`src/rtl/pipe_ctrl_pkg.sv`:
```
// Shared definitions for the pipeline stall/flush sequencer: FSM encoding,
// per-stage control bundles and the canned control patterns the FSM selects from.
package pipe_ctrl_pkg;

    localparam int REG_W                = 5;
    localparam int PC_W                 = 32;
    localparam int DRAIN_CYCLES_DEFAULT = 2;

    typedef enum logic [1:0] {
        ST_RUN       = 2'd0,
        ST_MEM_WAIT  = 2'd1,
        ST_DIV_WAIT  = 2'd2,
        ST_EXC_DRAIN = 2'd3
    } ctrl_state_e;

    typedef struct packed {
        logic wen;
        logic flush;
    } stage_ctl_t;

    typedef struct packed {
        logic            pc_wen;
        stage_ctl_t      if_id;
        stage_ctl_t      id_ex;
        logic            id_ex_bp_flush;
        stage_ctl_t      ex_mem;
        stage_ctl_t      mem_wb;
        logic            redirect_valid;
        logic [PC_W-1:0] redirect_pc;
    } ctrl_out_t;

    localparam stage_ctl_t STAGE_RUN    = '{wen: 1'b1, flush: 1'b0};
    localparam stage_ctl_t STAGE_HOLD   = '{wen: 1'b0, flush: 1'b0};
    localparam stage_ctl_t STAGE_BUBBLE = '{wen: 1'b1, flush: 1'b1};

    // All-zero bundle: used both while in reset and for a full pipeline freeze.
    localparam ctrl_out_t CTL_IDLE = '0;

    localparam ctrl_out_t CTL_RUN = '{
        pc_wen: 1'b1, if_id: STAGE_RUN, id_ex: STAGE_RUN, id_ex_bp_flush: 1'b0,
        ex_mem: STAGE_RUN, mem_wb: STAGE_RUN, redirect_valid: 1'b0, redirect_pc: '0};

    localparam ctrl_out_t CTL_DIV = '{
        pc_wen: 1'b0, if_id: STAGE_HOLD, id_ex: STAGE_HOLD, id_ex_bp_flush: 1'b0,
        ex_mem: STAGE_HOLD, mem_wb: STAGE_BUBBLE, redirect_valid: 1'b0, redirect_pc: '0};

    localparam ctrl_out_t CTL_LOAD_USE = '{
        pc_wen: 1'b0, if_id: STAGE_HOLD, id_ex: STAGE_BUBBLE, id_ex_bp_flush: 1'b0,
        ex_mem: STAGE_RUN, mem_wb: STAGE_RUN, redirect_valid: 1'b0, redirect_pc: '0};

    localparam ctrl_out_t CTL_MISPREDICT = '{
        pc_wen: 1'b1, if_id: STAGE_BUBBLE, id_ex: STAGE_BUBBLE, id_ex_bp_flush: 1'b1,
        ex_mem: STAGE_RUN, mem_wb: STAGE_RUN, redirect_valid: 1'b0, redirect_pc: '0};

    localparam ctrl_out_t CTL_EXC = '{
        pc_wen: 1'b1, if_id: STAGE_BUBBLE, id_ex: STAGE_BUBBLE, id_ex_bp_flush: 1'b0,
        ex_mem: STAGE_BUBBLE, mem_wb: STAGE_BUBBLE, redirect_valid: 1'b0, redirect_pc: '0};

    localparam ctrl_out_t CTL_DRAIN = '{
        pc_wen: 1'b1, if_id: STAGE_BUBBLE, id_ex: STAGE_RUN, id_ex_bp_flush: 1'b0,
        ex_mem: STAGE_RUN, mem_wb: STAGE_RUN, redirect_valid: 1'b0, redirect_pc: '0};

    function automatic ctrl_out_t with_redirect(ctrl_out_t base, logic [PC_W-1:0] pc);
        ctrl_out_t r;
        r                = base;
        r.redirect_valid = 1'b1;
        r.redirect_pc    = pc;
        return r;
    endfunction

endpackage

```
`src/rtl/pipe_hazard_detect.sv`:
```
// Load-use hazard detector: the instruction in ID reads a register that the
// load currently in EX has not yet produced.
module pipe_hazard_detect
    import pipe_ctrl_pkg::*;
(
    input  logic             ex_is_load_i,
    input  logic [REG_W-1:0] ex_reg_d_i,
    input  logic [REG_W-1:0] id_reg_j_i,
    input  logic [REG_W-1:0] id_reg_k_i,
    input  logic [REG_W-1:0] id_reg_d_i,
    input  logic             id_reg_j_ren_i,
    input  logic             id_reg_k_ren_i,
    input  logic             id_reg_d_ren_i,
    output logic             load_use_o
);

    logic hit_j;
    logic hit_k;
    logic hit_d;

    assign hit_j = id_reg_j_ren_i && (id_reg_j_i == ex_reg_d_i);
    assign hit_k = id_reg_k_ren_i && (id_reg_k_i == ex_reg_d_i);
    assign hit_d = id_reg_d_ren_i && (id_reg_d_i == ex_reg_d_i);

    // r0 is hardwired zero, so a load targeting it produces nothing to wait for.
    assign load_use_o = ex_is_load_i && (ex_reg_d_i != '0) && (hit_j || hit_k || hit_d);

endmodule

```
`src/rtl/pipe_ctrl.sv`:
```
// Central stall/flush sequencer for the 5-stage pipeline: resolves load-use,
// divide, data-memory wait, mispredict and exception/ertn into stage controls.
module pipe_ctrl
    import pipe_ctrl_pkg::*;
#(
    parameter int DRAIN_CYCLES = DRAIN_CYCLES_DEFAULT,
    parameter int CNT_W        = 32
) (
    input  logic             clk,
    input  logic             rst_n,
    input  logic [REG_W-1:0] id_reg_j,
    input  logic [REG_W-1:0] id_reg_k,
    input  logic [REG_W-1:0] id_reg_d,
    input  logic             id_reg_j_ren,
    input  logic             id_reg_k_ren,
    input  logic             id_reg_d_ren,
    input  logic [REG_W-1:0] ex_reg_d,
    input  logic             ex_is_load,
    input  logic             ex_br_mispredict,
    input  logic [PC_W-1:0]  ex_br_target,
    input  logic             ex_div_start,
    input  logic             div_done,
    input  logic             mem_req_valid,
    input  logic             mem_data_ok,
    input  logic             wb_exc_valid,
    input  logic [PC_W-1:0]  wb_exc_entry,
    input  logic             wb_ertn,
    input  logic [PC_W-1:0]  wb_era,
    output logic             pc_wen,
    output logic             if_id_wen,
    output logic             if_id_flush,
    output logic             id_ex_wen,
    output logic             id_ex_flush,
    output logic             id_ex_bp_flush,
    output logic             ex_mem_wen,
    output logic             ex_mem_flush,
    output logic             mem_wb_wen,
    output logic             mem_wb_flush,
    output logic             redirect_valid,
    output logic [PC_W-1:0]  redirect_pc,
    output logic [CNT_W-1:0] stall_cnt
);

    localparam int DRAIN_W = (DRAIN_CYCLES > 1) ? $clog2(DRAIN_CYCLES) : 1;
    localparam logic [DRAIN_W-1:0] DRAIN_INIT = DRAIN_W'(DRAIN_CYCLES - 1);

    ctrl_state_e        state_q, state_d;
    logic [DRAIN_W-1:0] drain_cnt_q, drain_cnt_d;
    logic [CNT_W-1:0]   stall_cnt_q, stall_cnt_d;

    ctrl_out_t       ctl;
    logic            load_use;
    logic            exc_evt;
    logic [PC_W-1:0] exc_pc;

    pipe_hazard_detect u_hazard (
        .ex_is_load_i   (ex_is_load),
        .ex_reg_d_i     (ex_reg_d),
        .id_reg_j_i     (id_reg_j),
        .id_reg_k_i     (id_reg_k),
        .id_reg_d_i     (id_reg_d),
        .id_reg_j_ren_i (id_reg_j_ren),
        .id_reg_k_ren_i (id_reg_k_ren),
        .id_reg_d_ren_i (id_reg_d_ren),
        .load_use_o     (load_use)
    );

    assign exc_evt = wb_exc_valid || wb_ertn;
    // An exception outranks an ertn retiring in the same slot.
    assign exc_pc  = wb_exc_valid ? wb_exc_entry : wb_era;

    always_comb begin
        // NOTE: every signal driven here gets a default first, so no path can leave it unassigned and infer a latch.
        state_d     = state_q;
        drain_cnt_d = drain_cnt_q;
        ctl         = CTL_RUN;

        case (state_q)
            ST_RUN: begin
                if (exc_evt) begin
                    ctl         = with_redirect(CTL_EXC, exc_pc);
                    state_d     = ST_EXC_DRAIN;
                    drain_cnt_d = DRAIN_INIT;
                end else if (mem_req_valid && !mem_data_ok) begin
                    ctl     = CTL_IDLE;
                    state_d = ST_MEM_WAIT;
                end else if (ex_div_start) begin
                    ctl     = CTL_DIV;
                    state_d = ST_DIV_WAIT;
                end else if (ex_br_mispredict) begin
                    ctl = with_redirect(CTL_MISPREDICT, ex_br_target);
                end else if (load_use) begin
                    ctl = CTL_LOAD_USE;
                end
            end

            // WB is frozen here, so a pending exception simply waits for the release.
            ST_MEM_WAIT: begin
                if (mem_data_ok) begin
                    state_d = ST_RUN;
                end else begin
                    ctl = CTL_IDLE;
                end
            end

            ST_DIV_WAIT: begin
                if (exc_evt) begin
                    ctl         = with_redirect(CTL_EXC, exc_pc);
                    state_d     = ST_EXC_DRAIN;
                    drain_cnt_d = DRAIN_INIT;
                end else if (div_done) begin
                    state_d = ST_RUN;
                end else begin
                    ctl = CTL_DIV;
                end
            end

            ST_EXC_DRAIN: begin
                ctl = CTL_DRAIN;
                if (drain_cnt_q == '0) begin
                    state_d = ST_RUN;
                end else begin
                    drain_cnt_d = drain_cnt_q - DRAIN_W'(1);
                end
            end

            default: begin
                state_d = ST_RUN;
            end
        endcase

        // Outputs are combinational, so reset must silence them directly.
        if (!rst_n) begin
            ctl = CTL_IDLE;
        end
    end

    always_comb begin
        stall_cnt_d = stall_cnt_q;
        if (!ctl.pc_wen && (stall_cnt_q != '1)) begin
            stall_cnt_d = stall_cnt_q + CNT_W'(1);
        end
    end

    always_ff @(posedge clk or negedge rst_n) begin
        if (!rst_n) begin
            state_q     <= ST_RUN;
            drain_cnt_q <= '0;
            stall_cnt_q <= '0;
        end else begin
            // NOTE: sequential state uses non-blocking assignment so every register samples pre-edge values.
            state_q     <= state_d;
            drain_cnt_q <= drain_cnt_d;
            stall_cnt_q <= stall_cnt_d;
        end
    end

    assign pc_wen         = ctl.pc_wen;
    assign if_id_wen      = ctl.if_id.wen;
    assign if_id_flush    = ctl.if_id.flush;
    assign id_ex_wen      = ctl.id_ex.wen;
    assign id_ex_flush    = ctl.id_ex.flush;
    assign id_ex_bp_flush = ctl.id_ex_bp_flush;
    assign ex_mem_wen     = ctl.ex_mem.wen;
    assign ex_mem_flush   = ctl.ex_mem.flush;
    assign mem_wb_wen     = ctl.mem_wb.wen;
    assign mem_wb_flush   = ctl.mem_wb.flush;
    assign redirect_valid = ctl.redirect_valid;
    assign redirect_pc    = ctl.redirect_pc;
    assign stall_cnt      = stall_cnt_q;

endmodule

```
`config.mk`:
```
export PLATFORM = sky130hd
export DESIGN_NAME = pipe_ctrl
export DESIGN_NICKNAME = d
export VERILOG_FILES = /design/src/rtl/pipe_ctrl_pkg.sv /design/src/rtl/pipe_hazard_detect.sv /design/src/rtl/pipe_ctrl.sv
export SDC_FILE = /design/constraint.sdc
export NUM_CORES = 1
export LEC_CHECK = 0
export CAP_MARGIN = 30
export CORE_ASPECT_RATIO = 1.1
export CORE_UTILIZATION = 35
export CTS_BUF_LIST = sky130_fd_sc_hd__clkbuf_2 sky130_fd_sc_hd__clkbuf_4 sky130_fd_sc_hd__clkbuf_8
export CTS_CLUSTER_SIZE = 12
export DETAILED_ROUTE_END_ITERATION = 10
export GPL_ROUTABILITY_DRIVEN = 1
export PLACE_DENSITY_LB_ADDON = 0.3
export SLEW_MARGIN = 20
export SYNTH_ARGS = -nofsm -noshare
export SYNTH_HDL_FRONTEND = slang
export SYNTH_SLANG_ARGS = --single-unit
```
`constraint.sdc`:
```
create_clock -name clk -period 2.5 [get_ports clk]
set_input_delay 0.25 -clock clk [delete_from_list [all_inputs] [get_ports clk]]
set_output_delay 0.25 -clock clk [all_outputs]
set_load 0.02 [all_outputs]
```
==> run_results.csv <==
group,metric,value,unit
routing,route.detailed.drc,0,
power,swShare,0.442,
power,pwr-share-comb,0.632,
floorplanning,die_x,93.9,µm
clock_network,clkSinkCount,35,
routing,drtIter0Drc,77,
critical_path,reg2reg_depth,7,
timing,clock_skew,0.0104,ns
yosys,syn_avg_cell_area,8.18,µm²
finish,finish.instance_area,5560,µm²
yosys,yosys.area.top_type_share,0.270,
yosys,synth_edf_count,0,
global_routing,grt_use_total,0.242,
clock_network,tritoncts,"done",
global_routing,grt-ovfl-total,0,
clock_network,numCtsBuffers,5,
floorplanning,coreArea,8920,µm²
timing,fin_ws,0.0332,ns
timing,max_slew.worst_pin.slew,0.465,ns
placement,port_buffers,203,
critical_path,crit_family,"simple AND/OR/NAND/NOR gates",
critical_path,crit_buf_inv,2,
timing,maxClockFrequency,405,MHz
clock_network,postCtsHoldBufs,0,
clock_network,path_clk_slew,0.08,ns
routing,first_pass_iters,5,
finish,diodes,0,
yosys,syn-num-nets,527,
timing,hold_violations,0,
finish,final_nets,736,
timing,fin_worst_hold_slack,0.0445,ns
timing,slew_headroom,0.690,
floorplanning,fp-row-count,36,
timing,setup_viol,0,
floorplanning,dieArea,9670,µm²
routing,via_per_inst,5.48,
critical_path,worstSetupPathType,"in2reg",
finish,seq_area,877,µm²
placement,place_congestion,0.828,
global_routing,grt_pass1_vias,3757,
finish,nFillCells,777,
power,power_density,620,nW/µm²
placement,postPlaceCellArea,5590,µm²
placement,detailed_place_hpwl,9330,µm
routing,ant_nets,0,
clock_network,cts_max_level,2,
finish,final_util,0.624,
yosys,yosysMostFrequentCell,"a21oi_1",
yosys,yosys-top-cells-count,"a21oi_1 (67), nand2_1 (45), xnor2_1 (36)",
global_routing,antenna_found_initial,0,
min_path,min_path_type,"in2async",
placement,post-place-cells,713,
power,ir_drop,576,µV
critical_path,path_max_fanout,6,
timing,rsz0062_at_grt,"true",
yosys,syn_inst,397,
finish,fin_cells,721,
critical_path,crit_path_cell_trace,"clkdlybuf4s50_1 > or2_4 > o311a_4 > nor3b_4 > or2_1 > buf_4 > or4_4 > xnor2_2",
critical_path,cp.depth,8,
clock_network,cts.path.max_buffers,2,
timing,finalMaxSlewViolations,0,
global_routing,grt_max_degree,67,
power,p_int,1.93,mW
yosys,synth_cell_types,44,
finish,syn_to_final_growth,71.2,%
yosys,ys_async_sr_fraction,1.00,
routing,post_drt_wl_per_cell,17.2,µm
finish,drive_above_1_share,0.206,
critical_path,critical_path_arrival,2.64,ns
power,leakage,2.18,nW
critical_path,cpMaxStageDelayCell,"or4_4",
critical_path,cp.required,2.67,ns
global_routing,grt_pass1_wl,18700,µm
power,p_seq_frac,0.218,
timing,period_share,0.987,
clock_network,postCtsSetupBuffers,0,
routing,vias,3952,
clock_network,clock_latency,0.30,ns
finish,multi_input_area,2240,µm²
timing,fin_setup_tns,0,ns
floorplanning,die_h,103,µm
power,power_switching,1.52,mW
critical_path,start_kind,"input pin",
routing,drt-total-wl,12400,µm
timing,fin_crit,2.47,ns
placement,pre_cts_ws,-0.284,ns
yosys,synth_area_leaders,"dfrtp_1 (27%), mux2_2 (12%), a21oi_1 (10%)",
critical_path,max_stage_delay,0.49,ns
power,power,3.45,mW
outcome,outcome,"finished, final reports clean",
run,maxCapViolCount,0,
power,power_frac_clock,0.150,
yosys,ys_seq_elements,35,
floorplanning,start_util,0.364,
yosys,syn-cell-area,3250,µm²
clock_network,cts_root_buffer,"clkbuf_8",
floorplanning,ios,204,
yosys,yosysWarnings,0,
yosys,synth_top_area_cell,"dfrtp_1",
yosys,synth-main-ff-cell,"dfrtp_1",
critical_path,endpoint_kind,"flip-flop",
yosys,yosysSeqAreaShare,0.270,
==> worst reg2reg max path, delay by kind of cell, from the launching register on <==
| family | cells | cell delay, ns |
|---|---|---|
| flip-flops | 1 | 0.44 |
| AO/OA/AOI/OAI | 1 | 0.38 |
| XOR/XNOR | 1 | 0.14 |
| buffers and inverters | 1 | 0.17 |
| AND/OR/NAND/NOR | 4 | 1.19 |
==> cell usage in the layout (no fill, tap or decap), drive strengths merged, types with 2 or more instances in the layout <==
master / n
a21oi: 67
a221oi: 32
a31o: 2
a31oi: 2
and3: 11
buf: 35
clkbuf: 36
clkdlybuf4s15: 2
clkdlybuf4s50: 161
clkinv: 2
dfrtp: 35
dlygate4sd2: 5
dlymetal6s2s: 2
inv: 4
mux2: 34
nand2: 45
nand2b: 3
nand3: 16
nand4: 15
nor2: 11
nor2b: 3
nor3: 6
nor3b: 2
nor4: 7
o21ai: 4
or2: 3
or4: 2
xnor2: 37
xor2: 8
==> sequential cells by signal, indices dropped and copies added (netlist names) <==
register and count:
state_q 2, stall_cnt 32, drain_cnt_q 1
==> path summary, 6_finish.rpt <==
kind | from | to | slack [ns]
hold reg to reg | stall_cnt[26]$_DFFE_PN0P_ | stall_cnt[26]$_DFFE_PN0P_ | 0.50
setup / recovery | wb_ertn | stall_cnt[16]$_DFFE_PN0P_ | 0.03
max in group asynchronous | rst_n | state_q[1]$_DFFE_PN0P_ | 2.10
hold / removal | rst_n | stall_cnt[26]$_DFFE_PN0P_ | 0.04
min in group clk | stall_cnt[26]$_DFFE_PN0P_ | stall_cnt[26]$_DFFE_PN0P_ | 0.50
setup reg to reg | state_q[1]$_DFFE_PN0P_ | stall_cnt[16]$_DFFE_PN0P_ | 0.08
==> metal layers <==
layer  vias up  global-route usage  wire length, µm
met3        22              0.0686             1110
met2       153               0.449             6400
met4         0              0.0651              201
li1       1901                   -                -
met5         -                   0                0
met1      1876               0.271             4670
==> cells by family after synthesis <==
| family | synth area share |
|---|---|
| buf+inv | 0.0539 |
| flops | 0.270 |
| xor+xnor | 0.124 |
| compound gates | 0.233 |
| fa+ha+maj | 0.00385 |
| mux | 0.118 |
| simple gates | 0.198 |
==> layout make-up <==
cell class | count | area share
multi-input combinational | 324 | 0.402
timing repair buffer | 236 | 0.392
sequential | 35 | 0.158
tap | 114 | 0.0256
clock buffer | 5 | 0.0124
clock inverter | 3 | 0.00787
inverter | 4 | 0.00270
==> repair_timing <==
item,CTS,global route
gates resized for setup,40,72
endpoints found under the setup margin,38,38
hold endpoints to repair,0,0
pin swaps,0,2
==> power by group through the flow <==
stage	registers [mW]	clock network [mW]	logic, mW
final	0.751	0.519	2.18
after global routing	0.762	0.553	2.35
after CTS	0.747	0.524	2.21
after detailed placement	0.757	0	2.37
after global placement	0.754	0	2.34
after floorplan	0.803	0	1.22
Power figures use the tool's default switching activity.
